[config.mk]
export PLATFORM = sky130hd
export DESIGN_NAME = shift_register_piso_tx
export DESIGN_NICKNAME = d
export VERILOG_FILES = /design/src/rtl/shift_register_piso_tx.sv
export SDC_FILE = /design/constraint.sdc
export NUM_CORES = 1
export LEC_CHECK = 0
export BUFFER_PORTS_ARGS = -buffer_cell sky130_fd_sc_hd__clkbuf_2
export CAP_MARGIN = 15
export CORE_UTILIZATION = 45
export CTS_BUF_LIST = sky130_fd_sc_hd__clkbuf_8 sky130_fd_sc_hd__clkbuf_16
export CTS_CLUSTER_SIZE = 30
export DETAILED_ROUTE_END_ITERATION = 10
export PLACE_DENSITY = 0.71
export SLEW_MARGIN = 20
export SYNTH_ARGS = -nofsm -noshare
export SYNTH_HDL_FRONTEND = slang
export SYNTH_SLANG_ARGS = --single-unit
[constraint.sdc]
create_clock -name clk -period 1.3 [get_ports clk]
set_clock_uncertainty 0.15 [all_clocks]
set_input_delay 0 -clock clk [delete_from_list [all_inputs] [get_ports clk]]
set_output_delay 0 -clock clk [all_outputs]
set_load 0.05 [all_outputs]
[src/rtl/shift_register_piso_tx.sv]
// Parallel-in serial-out transmitter: captures a WIDTH-bit word on a valid/ready
// handshake and shifts it out MSB first. Define PISO_TX_PARITY_EN for a trailing even-parity bit.
module shift_register_piso_tx #(
  parameter int WIDTH = 8
) (
  input  logic             clk,
  input  logic             rst,
  input  logic [WIDTH-1:0] din,
  input  logic             din_valid,
  output logic             din_ready,
  output logic             so,
  output logic             so_valid,
  output logic             busy,
  output logic             done
);

  localparam int CW = $clog2(WIDTH + 2);
`ifdef PISO_TX_PARITY_EN
  localparam int FRAME_LEN = WIDTH + 1;
`else
  localparam int FRAME_LEN = WIDTH;
`endif
  localparam logic [CW-1:0] LAST_CNT = CW'(FRAME_LEN - 1);

  typedef enum logic {IDLE, SHIFT} state_t;

  state_t           state_q, state_d;
  logic [WIDTH-1:0] shreg_q, shreg_d;
  logic [CW-1:0]    cnt_q, cnt_d;
  logic             last_bit;
  logic             handshake;

`ifdef PISO_TX_PARITY_EN
  logic parity_q, parity_d;
`endif

  // Ready in the last-bit cycle lets a new frame follow with no gap.
  assign last_bit  = (state_q == SHIFT) && (cnt_q == LAST_CNT);
  assign din_ready = !rst && ((state_q == IDLE) || last_bit);
  assign handshake = din_valid && din_ready;

  always_comb begin
    state_d = state_q;
    shreg_d = shreg_q;
    cnt_d   = cnt_q;
`ifdef PISO_TX_PARITY_EN
    parity_d = parity_q;
`endif
    if (handshake) begin
      state_d = SHIFT;
      shreg_d = din;
      cnt_d   = '0;
`ifdef PISO_TX_PARITY_EN
      parity_d = ^din;
`endif
    end else begin
      case (state_q)
        IDLE: begin
          state_d = IDLE;
        end
        SHIFT: begin
          if (last_bit) begin
            state_d = IDLE;
            shreg_d = '0;
            cnt_d   = '0;
`ifdef PISO_TX_PARITY_EN
            parity_d = 1'b0;
`endif
          end else begin
            shreg_d = {shreg_q[WIDTH-2:0], 1'b0};
            cnt_d   = cnt_q + CW'(1);
          end
        end
        default: begin
          state_d = IDLE;
        end
      endcase
    end
  end

  always_ff @(posedge clk) begin
    if (rst) begin
      state_q <= IDLE;
      shreg_q <= '0;
      cnt_q   <= '0;
`ifdef PISO_TX_PARITY_EN
      parity_q <= 1'b0;
`endif
    end else begin
      state_q <= state_d;
      shreg_q <= shreg_d;
      cnt_q   <= cnt_d;
`ifdef PISO_TX_PARITY_EN
      parity_q <= parity_d;
`endif
    end
  end

  // Outputs decode flops only; the parity bit follows the LSB when enabled.
  always_comb begin
    so = 1'b0;
    if (state_q == SHIFT) begin
`ifdef PISO_TX_PARITY_EN
      so = (cnt_q == CW'(WIDTH)) ? parity_q : shreg_q[WIDTH-1];
`else
      so = shreg_q[WIDTH-1];
`endif
    end
  end

  assign so_valid = (state_q == SHIFT);
  assign busy     = so_valid;
  assign done     = last_bit;

endmodule

==> metrics.cfg <==
[timing]
fin_crit_sh_pct = 108
relSlewSlack_pct = 74.3
setup_viol = 11
timing.final.hold_violations = 0
max_freq_ghz = 0.715
min_period_ps = 1400
final-max-slew-violation-count = 0
fin_ws_ps = -98.2
finalSetupTns_ps = -449
worstMarginPinSlew_ps = 385
rsz0062_at_grt = true

[run]
drv_cap = 0

[power]
seqPwrFrac_pct = 43.6
power.density_nw_per_um2 = 914
p_total_mw = 1.01
pwr-share-comb_pct = 20.8
swShare_pct = 27.9
peakVddDrop_uv = 1010
leakage_nw = 0.497
p_sw_mw = 0.281
internal_power_mw = 0.727
power.share.clock_pct = 35.6

[route]
drt-wirelength-per-cell_um = 15.5
drt-total-wl_um = 1930
firstDrtPassIters = 4
drc = 0
num_vias = 730
drt_iter0_drc = 29
routed_via_density = 5.84
antenna_left = 0

[cells_and_area]
nFillCells = 76
diodes = 0
layout_commonest_cell = clkbuf_2
synthToLayoutAreaGrowth_pct = 60.9
multi_input_area_sq_um = 460
drive_above_1_share_pct = 44.5
layout_common_cells = clkbuf_2, nand2_1, dfxtp_1, dlygate4sd3_1
nNetsFinal = 123
regArea_sq_um = 268

[min_path]
hold_path.class = input port to flip-flop

[place]
gp_congestion = 0.793
hpwl_um = 979
portBuffers = 15

[clock_tree]
clk_pin_slew_worst_paths_ps = 60
h-tree-depth = 1
clk_path_buf_depth = 2
clk_latency_ps = 240
cts-root-buf = clkbuf_8
cts_tree = built
cts.sinks = 13
cts_made_buffers = 3

[run_status]
failed_checks = negative setup slack
status = finished, violations left

[setup_path]
r2r_slack_ps = -70
crit_arrival_ps = 1250
startpoint_type = flip-flop
worstSetupPathType = flip-flop to primary output
cp_max_fo = 4
required_ps = 1150
endpoint_kind = primary output

[floorplan]
dieArea_sq_um = 1680
core.rowCount = 13
die_w_um = 41.0
core_region_area_sq_um = 1370
start_util_pct = 50.2
ioPinCount = 16
die_y_um = 41.0

[global_route]
grt_antenna_before_repair = 0
grt_usage_pct = 24.3
overflow = 0
first_global_vias = 586
grt_max_degree = 15
grt_pass1_wl_um = 2720

[synthesis]
ys_ff_latch = 13
yosysSeqAreaShare_pct = 38.0
synth_nets = 92
synth_cell_types = 27
synth_area_sq_um = 686
yosysWarningCount = 0
syn_inst = 80
syn_area_per_cell_sq_um = 8.57

## cells by family (layout without fill, tap and decap cells)
logic type,count (synthesis),in the layout,share of synthesized area [%]
AO/OA/AOI/OAI,28,28,29.6
AND/OR/NAND/NOR,27,27,20.3
flip-flops,13,13,38.0
buffers and inverters,9,39,7.66
adder cells (fa/ha/maj),1,1,1.82
XOR/XNOR,1,1,1.28
multiplexers,1,1,1.46
## layout make-up
type / count / share of cell area (%)
tap: 15 / 1.70
multi-input combinational: 58 / 41.7
timing repair buffer: 34 / 27.9
clock buffer: 3 / 3.74
inverter: 1 / 0.340
clock inverter: 1 / 0.340
sequential: 13 / 24.3
## power groups by stage
| stage | Combinational, mW | Clock, mW | Sequential [mW] |
|---|---|---|---|
| global placement | 0.152 | 0 | 0.441 |
| CTS | 0.188 | 0.366 | 0.436 |
| detailed placement | 0.154 | 0 | 0.441 |
| floorplan | 0.107 | 0 | 0.445 |
| global route | 0.227 | 0.390 | 0.441 |
| finish | 0.210 | 0.359 | 0.439 |
## flip-flops by register name (all words and copies together), names as in the netlist
| signal | flops |
|---|---|
| cnt_q | 4 |
| busy | 1 |
| shreg_q | 8 |
## final timing paths
check             startpoint          to  depth (start not counted)
hold reg to reg     cnt_q[3]    cnt_q[3]                          2
hold / removal           rst  shreg_q[1]                          2
setup / recovery    cnt_q[1]        done                          4
setup reg to reg    cnt_q[1]  shreg_q[2]                          5
## worst max-delay path, cell delays in order (launching register included)
cell and delay, ps:
dfxtp_2 330, ha_4 170, and3b_2 210, and2_4 140
clkbuf_16 160
## cell usage after synthesis
| cell | n | share of area (%) |
|---|---|---|
| dfxtp_1 | 13 | 38 |
| a21oi_1 | 11 | 8.0 |
| nand2_1 | 11 | 6.0 |
| a21o_1 | 7 | 7.7 |
| a32oi_1 | 6 | 7.7 |
| nor2_1 | 4 | 2.2 |
| buf_2 | 3 | 2.2 |
| and2_1 | 2 | 1.8 |
| buf_4 | 2 | 2.2 |
| clkbuf_1 | 2 | 1.1 |
| nand3_1 | 2 | 1.5 |
| nor3b_1 | 2 | 2.2 |
| a221oi_2 | 1 | 2.2 |
| a311oi_1 | 1 | 1.3 |
| and3b_1 | 1 | 1.3 |
| buf_6 | 1 | 1.6 |
| ha_1 | 1 | 1.8 |
| inv_1 | 1 | 0.55 |
| mux2i_1 | 1 | 1.5 |
| nand3b_1 | 1 | 1.1 |
| nand3b_2 | 1 | 1.6 |
| nand4_1 | 1 | 0.91 |
| nor3_1 | 1 | 0.73 |
| o21ba_2 | 1 | 1.5 |
| o22a_1 | 1 | 1.3 |
| or3_1 | 1 | 0.91 |
| xor2_1 | 1 | 1.3 |
## routing by layer
metal | track usage (%) | routed length (um) | share of wire [%]
met1 | 35.4 | 878 | 45
met2 | 37.9 | 940 | 49
met3 | 2.72 | 89 | 4.6
met4 | 5.00 | 23 | 1.2
met5 | 0 | 0 | 0
## through the flow
stage / cells / area (sq um) / worst slack [ps] / hold slack (ps) / util [%]
5_1_grt: 125 / 1100 / -133 / 45.9 / 80.8
3_3_place_gp: 109 / 812 / -81.8 / 145 / 59.4
3_5_place_dp: 109 / 812 / -104 / 152 / 59.4
6_report: 125 / 1100 / -98.2 / 28.2 / 80.8
2_1_floorplan: 80 / 718 / -114 / -83.8 / -
4_1_cts: 125 / 1060 / -103 / 15.7 / 77.3
## what timing repair did
action,CTS,global route
setup endpoints to repair,16,13
setup buffers,3,0
cloned,0,0
hold buffers,9,0
resized for setup,17,10
pin swaps,4,4
endpoints found under the hold margin,9,0
(Power assumes the default switching activity.)
